<file path="config.mk">
export PLATFORM = sky130hd
export DESIGN_NAME = sevenseg_bank
export DESIGN_NICKNAME = d
export VERILOG_FILES = /design/src/rtl/sevenseg_bank.sv
export SDC_FILE = /design/constraint.sdc
export NUM_CORES = 1
export LEC_CHECK = 0
export CORE_AREA = 3 3 103 105
export CTS_CLUSTER_SIZE = 8
export DETAILED_ROUTE_END_ITERATION = 10
export DIE_AREA = 0 0 106 108
export PLACE_DENSITY_LB_ADDON = 0.2
export SYNTH_ARGS = -nofsm -noshare
export SYNTH_HDL_FRONTEND = slang
export SYNTH_SLANG_ARGS = --single-unit
export TNS_END_PERCENT = 30
</file>
<file path="constraint.sdc">
create_clock -name clk -period 4.4 [get_ports clk]
set_clock_uncertainty 0.1 [all_clocks]
set_input_delay 1.1 -clock clk [delete_from_list [all_inputs] [get_ports clk]]
set_output_delay 1.1 -clock clk [all_outputs]
set_load 0.02 [all_outputs]
</file>
<file path="src/rtl/sevenseg_bank.sv">
// sevenseg_bank
// Multi-digit active-low 7-segment driver for the DE1-SoC HEX displays.
// A packed word of 4-bit digit codes is latched on a load strobe and every digit
// is decoded in parallel. Supports optional hex glyphs, per-digit enables,
// leading-zero blanking and a timed blink/flash sequence.
//
// Ports:
//   clk          system clock
//   rst          asynchronous reset, active-high
//   load         capture data_in / digit_en / lz_blank on this edge
//   data_in      4*NUM_DIGITS digit codes, digit 0 (LSD) in bits [3:0]
//   digit_en     per-digit enable, 0 forces the digit blank
//   lz_blank     1 suppresses leading zeros
//   blink_start  start or restart the blink sequence
//   blink_stop   abort blinking and return to steady display
//   segments     registered active-low segments, digit i in [7i+6:7i] (gfedcba)
//   busy         1 while the blink sequence is running
module sevenseg_bank #(
    parameter int NUM_DIGITS  = 6,
    parameter int HEX_MODE    = 0,
    parameter int BLINK_DIV   = 25000000,
    parameter int FLASH_COUNT = 3
) (
    input  logic                      clk,
    input  logic                      rst,
    input  logic                      load,
    input  logic [4*NUM_DIGITS-1:0]   data_in,
    input  logic [NUM_DIGITS-1:0]     digit_en,
    input  logic                      lz_blank,
    input  logic                      blink_start,
    input  logic                      blink_stop,
    output logic [7*NUM_DIGITS-1:0]   segments,
    output logic                      busy
);

    localparam int PW = (BLINK_DIV > 1) ? $clog2(BLINK_DIV) : 1;
    localparam int FW = (FLASH_COUNT > 0) ? $clog2(FLASH_COUNT + 1) : 1;

    typedef enum logic [1:0] {
        STEADY    = 2'd0,
        BLINK_OFF = 2'd1,
        BLINK_ON  = 2'd2
    } state_t;

    state_t                    state, state_next;
    logic [PW-1:0]             prescaler, prescaler_next;
    logic [FW-1:0]             flash_cnt, flash_cnt_next;
    logic [4*NUM_DIGITS-1:0]   data_reg;
    logic [NUM_DIGITS-1:0]     en_reg;
    logic                      lz_reg;
    logic [7*NUM_DIGITS-1:0]   seg_next;

    function automatic logic [6:0] decode(input logic [3:0] code);
        logic [6:0] seg;
        seg = 7'h7F;
        case (code)
            4'h0: seg = 7'b1000000;
            4'h1: seg = 7'b1111001;
            4'h2: seg = 7'b0100100;
            4'h3: seg = 7'b0110000;
            4'h4: seg = 7'b0011001;
            4'h5: seg = 7'b0010010;
            4'h6: seg = 7'b0000010;
            4'h7: seg = 7'b1111000;
            4'h8: seg = 7'b0000000;
            4'h9: seg = 7'b0010000;
            default: seg = 7'h7F;
        endcase
        if (HEX_MODE != 0) begin
            case (code)
                4'hA: seg = 7'b0001000;
                4'hB: seg = 7'b0000011;
                4'hC: seg = 7'b1000110;
                4'hD: seg = 7'b0100001;
                4'hE: seg = 7'b0000110;
                4'hF: seg = 7'b0001110;
                default: ;
            endcase
        end
        return seg;
    endfunction

    // Input latch: load is accepted in any blink state.
    always_ff @(posedge clk or posedge rst) begin
        if (rst) begin
            data_reg <= '0;
            en_reg   <= '0;
            lz_reg   <= 1'b0;
        end else if (load) begin
            data_reg <= data_in;
            en_reg   <= digit_en;
            lz_reg   <= lz_blank;
        end
    end

    // Blink FSM: stop beats start beats timer expiry.
    always_comb begin
        state_next     = state;
        prescaler_next = prescaler;
        flash_cnt_next = flash_cnt;
        case (state)
            STEADY: begin
                if (blink_start && !blink_stop) begin
                    state_next     = BLINK_OFF;
                    prescaler_next = '0;
                    flash_cnt_next = '0;
                end
            end
            BLINK_OFF, BLINK_ON: begin
                if (blink_stop) begin
                    state_next     = STEADY;
                    prescaler_next = '0;
                end else if (blink_start) begin
                    state_next     = BLINK_OFF;
                    prescaler_next = '0;
                    flash_cnt_next = '0;
                end else if (prescaler == PW'(BLINK_DIV - 1)) begin
                    prescaler_next = '0;
                    if (state == BLINK_OFF) begin
                        state_next = BLINK_ON;
                        if (FLASH_COUNT != 0)
                            flash_cnt_next = flash_cnt + 1'b1;
                    end else if (FLASH_COUNT != 0 && flash_cnt == FW'(FLASH_COUNT)) begin
                        state_next = STEADY;
                    end else begin
                        state_next = BLINK_OFF;
                    end
                end else begin
                    prescaler_next = prescaler + 1'b1;
                end
            end
            default: begin
                state_next     = STEADY;
                prescaler_next = '0;
                flash_cnt_next = '0;
            end
        endcase
    end

    // Decode with enable, leading-zero and blink blanking. Blanking follows the
    // next state so the display changes on the same edge as busy.
    always_comb begin
        logic       leading;
        logic       nz;
        logic       blank;
        logic [3:0] code;
        seg_next = '1;
        leading  = lz_reg;
        for (int i = NUM_DIGITS - 1; i >= 0; i--) begin
            code  = data_reg[4*i +: 4];
            nz    = en_reg[i] && (code != 4'h0);
            blank = !en_reg[i] || (state_next == BLINK_OFF) ||
                    (leading && !nz && (i != 0));
            if (nz)
                leading = 1'b0;
            seg_next[7*i +: 7] = blank ? 7'h7F : decode(code);
        end
    end

    always_ff @(posedge clk or posedge rst) begin
        if (rst) begin
            state     <= STEADY;
            prescaler <= '0;
            flash_cnt <= '0;
            busy      <= 1'b0;
            segments  <= '1;
        end else begin
            state     <= state_next;
            prescaler <= prescaler_next;
            flash_cnt <= flash_cnt_next;
            busy      <= (state_next != STEADY);
            segments  <= seg_next;
        end
    end

endmodule

</file>
# Yosys cells after proc, flatten, opt, wreduce, memory -nomap -nowiden

Memories as Yosys holds them, arrays and structs flattened.
Cells that the tools add are included.

Register bits after elaboration: 103
Logic and storage cells: 96
Output and inout bits: 43
Memory bits (read-only): 672
Memories kept: 6
Bits in writable memories: 0
Bits in latches: 0
Input port bits: 36

Bitwise gates (word level): 0
Muxes and demuxes: 28
Shift-type cells: 0
Reduce and logical (&&, ||, !) cells: 43
Equality and inequality tests: 9
Div/mod/pow operators: 0
Add/sub/neg operators: 2
Multiply operators: 0
Order comparisons: 0

Memories:

| name             | words | bits a word | rd ports | clocked after Yosys merged registers in | wr ports | RTL line | source |
|---|---|---|---|---|---|---|---|
| (name not given) | 16    | 7           | 1        | 0                                       | 0        | 56       | `case (code)` |
| (name not given) | 16    | 7           | 1        | 0                                       | 0        | 56       |  |
| (name not given) | 16    | 7           | 1        | 0                                       | 0        | 56       |  |
| (name not given) | 16    | 7           | 1        | 0                                       | 0        | 56       |  |
| (name not given) | 16    | 7           | 1        | 0                                       | 0        | 56       |  |
| (name not given) | 16    | 7           | 1        | 0                                       | 0        | 56       |  |

Operators by type and width:

| kind                  | number |
|---|---|
| $mux 25               | 4 |
| $pmux 25 s2           | 1 |
| $mux 7                | 6 |
| $add 25x1->25 const B | 1 |
| $eq 25x25->1 const B  | 1 |
| $mux 2                | 10 |
| $reduce_bool 4->1     | 5 |
| $logic_not 1->1       | 12 |
| $logic_and 1x1->1     | 11 |
| $logic_or 1x1->1      | 11 |
| $pmux 2 s2            | 2 |
| $ne 3x3->1 const B    | 2 |
| $mux 1                | 5 |
| $eq 2x1->1 const B    | 2 |
| $eq 2x2->1 const B    | 2 |
| $ne 2x2->1 const B    | 2 |
| $reduce_and 4->1      | 1 |
| $add 2x1->2 const B   | 1 |
| $logic_not 2->1       | 1 |
| $reduce_bool 2->1     | 1 |
| $reduce_or 2->1       | 1 |

# Logic depth before layout (Yosys ltp)

Depth in word-level cells: 11
Depth in mapped cells: 10
Mapped depth without buffers: 8

# Least setup slack after synthesis

OpenSTA, ideal clock, no wires.

Kind: flip-flop to flip-flop
Start point: reg prescaler[6]
End point: reg segments[35]
Arrival time: 2.568 ns
Setup time: 0.081 ns
Path slack: 1.651 ns
Clock period less this slack: 2.749 ns
Data required time: 4.219 ns
Stages on the path, launching flop included: 9
Path buffers: 2
Cells stage by stage: dfrtp_1 > or4_1 > or4_4 > nor3_4 > mux2_4 > or4_1 > buf_6 > buf_6 > o211ai_1

Cells in the longest elaborated chain, start to end: 9

RTL lines:

| element                        | RTL line | source |
|---|---|---|
| start, declared                | 46       | `logic [PW-1:0] prescaler, prescaler_next;` |
| start signal, assigned         | 169      | `prescaler <= prescaler_next;` |
| $eq 25x25->1                   | 117      | `end else if (prescaler == PW'(BLINK_DIV - 1)) begin` |
| $mux 2                         | 117      |  |
| $mux 2                         | 113      | `end else if (blink_start) begin` |
| $mux 2                         | 110      | `if (blink_stop) begin` |
| $pmux 2 s2                     | 101      | `case (state)` |
| $eq 2x1->1                     | 152      | `blank = !en_reg[i] \|\| (state_next == BLINK_OFF) \|\|` |
| $logic_or 1x1->1 (2 in series) | 152      |  |
| $mux 7                         | 156      | `seg_next[7*i +: 7] = blank ? 7'h7F : decode(code);` |
| via seg_next[35]               | 51       | `logic [7*NUM_DIGITS-1:0] seg_next;` |
| end signal, assigned           | 172      | `segments <= seg_next;` |
| end, declared                  | 32       | `output logic [7*NUM_DIGITS-1:0] segments,` |

The timed path passes the listed nets, and every way through them passes these cells.
A chain may end at the register's enable or synchronous reset.

# Worst setup path after layout

Start point: in blink_stop
End point: reg segments[37]

Cells in the longest elaborated chain, start to end: 8
Elaborated cells between the ends (all ways): 9
Classes of those cells: eq/ne: 1; mux: 4; reduce/logical: 4

RTL lines:

| element                          | RTL line | source |
|---|---|---|
| start, declared                  | 31       | `input logic blink_stop,` |
| $logic_not 1->1                  | 103      | `if (blink_start && !blink_stop) begin` |
| $logic_and 1x1->1                | 103      |  |
| $mux 2                           | 103      |  |
| $pmux 2 s2 *                     | 101      |  |
| $eq 2x1->1 *                     | 152      |  |
| $logic_or 1x1->1 * (2 in series) | 152      |  |
| $mux 7 *                         | 156      |  |
| via seg_next[37]                 | 51       |  |

The timed path passes the listed nets; every way through them passes the cells marked *.

==> summary.md <==
| Metric | Value |
|---|---|
| Status | completed |
| Finished Layout Cells | between 700 and 800 |
| Avg Inst Size Synth | 9.87 um^2 |
| Register area share after synthesis | 0.489 |
| Cts bufs inserted | 9 |
| Clock Path Buffers | 2 |
| Worst EP required | 4.58 ns |
| CORE AREA | 0.00973 mm^2 |
| Crit path max fanout | 42 |
| Worst reg2reg path depth | 7 |
| H-tree levels | 3 |
| GRT Residual Overflow | 0 |
| Post-CTS sizing | 0 |
| Vias | slightly above 4000 |
| Post-synth ARST share | 1.00 |
| Setup TNS Final | 0 ns |
| Final Cycle Share | 0.700 |
| Most frequent cells in the layout | 77 x clkdlybuf4s50_1, 61 x dfrtp_1, 53 x nor2_1, 47 x nand2_1, 42 x dfstp_2 |
| Post-synth EDFFs | 0 |
| Clock sink count | ~100 |
| End of the worst register-to-register path | segments[37] |
| Max_cap viols | 0 |
| Placed Cells | around 730 |
| Hold path depth | 1 |
| Worst slew pin tran | 0.854 ns |
| Tot GR Track Use | 0.200 |
| Hold WC Path Type | reg -> reg |
| Count of cell types in the netlist | just over 50 |
| Final #Nets | approximately 680 |
| Startpoint types | input port |
| CP Class | in -> reg |
| Synth Cell Area | about 0.0054 mm^2 |
| Flop-to-flop setup slack | about 1.4 ns |
| RSZ-0062 raised after global routing | no |
| CTS clock-pin slew for the worst setup and hold paths | 0.09 ns |
| Drt drc | 0 |
| DIE AREA | 0.0114 mm^2 |
| Final setup vio count | 0 |
| Antenna cells | 0 |
| Worst skew pair latency | roughly 0.38 ns |
| CP Capture Type | register |
| Die X | around 110 um |
| Post-Route Utilization | 0.657 |
| Commonest non-fill, non-tap cell in the layout | clkdlybuf4s50_1 |
| Total detailed-routing wirelength | ~11 mm |
| I/O pins | 79 |
| Vias per cell | about 5.4 |
| VDD IR max | 0.275 mV |
| Fmax | ~320 MHz |
| Final Max Tran Viols | 0 |
| Static Leak | 2.69 nW |
| Worst EP arrival | approximately 3.3 ns |
| IO Port Bufs | slightly below 80 |
| Routability cong. | between 0.8 and 0.9 |
| Hold_buf cts | 0 |
| Power per cell area | a little under 400 mW/mm^2 |
| Placement Rows | 36 |
| Hold EP | segments[39] |
| Final Hold Vio Count | 0 |
| Reg2Reg Launch Point | prescaler[23] |
| Post-synthesis register bit count | a little over 100 |
| Max FFs per register | 42 |
| First-pass GRT wire length | between 15 and 20 mm |
| HPWL after DPL | around 7.7 mm |
| TritonRoute pass-1 iters | 4 |
| Hold path startpoint | en_reg[5] |
| Initial DRC count | 166 |
| Final ANT Viol Nets | 0 |
| Clk root buf | clkbuf_8 |
| Die Y | 108 um |
| CTS tree | yes |
| Syn_nets | around 600 |
| Post-CTS setup buffers | 0 |
| Post-synth top flop | dfrtp_1 |
| Area growth from synthesis to layout | 18.7% |
| WL per Instance | 14.4 um |
| Vias in the first global route | 3937 |
| Period minus WS final | ~3.1 ns |
| Starting Density | 0.553 |
| YS warnings | 0 |
| Max-slew headroom | 0.430 |
| Share of layout cells above drive strength 1 | 0.146 |
| Initial antenna violation count | 0 |
| Synth Instances | 545 |
| Largest net degree at the start of global routing | 73 |
## final cells by class
type | instances | area (um^2)
flip-flops and latches | 103 | 2630
well taps | 133 | 166
repair buffers | 83 | 813
clock inverters | 4 | 30.0
multi-input cells | 379 | 2480
fillers | 800 | 3340
clock buffers | 12 | 155
inverters | 30 | 115
## through the flow
stage	area [um^2]	hold WS, ns	power [W]	worst slack, ns
floorplan	5380	0.327	0.00170	0.566
global placement	6200	0.361	0.00193	1.03
detailed placement	6200	0.374	0.00195	0.977
CTS	6390	0.386	0.00251	1.36
global route	6390	0.421	0.00264	1.04
finish	6390	0.376	0.00249	1.32
## routing by layer
| layer | global-route usage | share of wire | wire length [um] | vias to the layer above |
|---|---|---|---|---|
| met3 | 0.0490 | 0.047 | 501 | 18 |
| met2 | 0.344 | 0.50 | 5360 | 79 |
| met4 | 0.0694 | 0.018 | 192 | 0 |
| li1 | - | - | - | 1989 |
| met1 | 0.248 | 0.43 | 4630 | 1962 |
| met5 | 0 | 0 | 0 | - |
## synthesized netlist by cell type, types with 4 or more instances
cell type  instances  area share
dfrtp_1           61        0.28
nor2_1            53       0.037
nand2_1           47       0.033
dfstp_2           42        0.21
o21ai_0           36       0.033
ha_1              35       0.081
inv_1             30       0.021
nand3_1           28       0.026
a21oi_1           22       0.020
clkbuf_1          21       0.015
mux2_2            18       0.038
nor3_1            16       0.015
nand4_1           12       0.014
xnor2_1           12       0.020
nand2b_1          10       0.012
and3_1             8      0.0093
mux2i_1            8       0.015
xor2_1             8       0.013
a211oi_1           7      0.0098
o22ai_1            7      0.0081
buf_1              6      0.0042
o2111ai_1          5      0.0081
buf_6              4      0.0084
nand3b_1           4      0.0056
o211ai_1           4      0.0056
## worst max path at each step
| stage | end | startpoint | cells after the start |
|---|---|---|---|
| after detailed placement | segments[37] | blink_stop | 8 |
| after floorplan | busy | rst | 1 |
| after CTS | segments[37] | prescaler[23] | 7 |
| final | segments[37] | blink_stop | 8 |
| after global placement | segments[37] | blink_stop | 8 |
| after global routing | segments[37] | blink_stop | 8 |
## critical path, stage by stage
cell and delay (ns):
clkdlybuf4s50_1 0.47, nor2b_1 0.21, nor2b_1 0.39, o21ai_1 0.15, a21oi_1 0.20, or4_1 0.14, buf_4 0.37, o311ai_0 0.21
## cell families after synthesis
family                     after synthesis  synth area share
and+or+nand+nor                        203             0.188
DFF                                    103             0.489
AOI/OAI and AO/OA                       94             0.103
buffers and inverters                   63            0.0505
adders and majority gates               35            0.0814
muxes                                   27            0.0553
xor gates and xnor gates                20            0.0326
## power breakdown
group          switching [W]  leakage [nW]  internal, W
clock network       0.000318        0.0926     0.000238
logic               0.000413          1.37     0.000319
registers          0.0000882          1.23      0.00111
total               0.000819          2.69      0.00167
No activity file was read; power rests on OpenSTA's default activity.
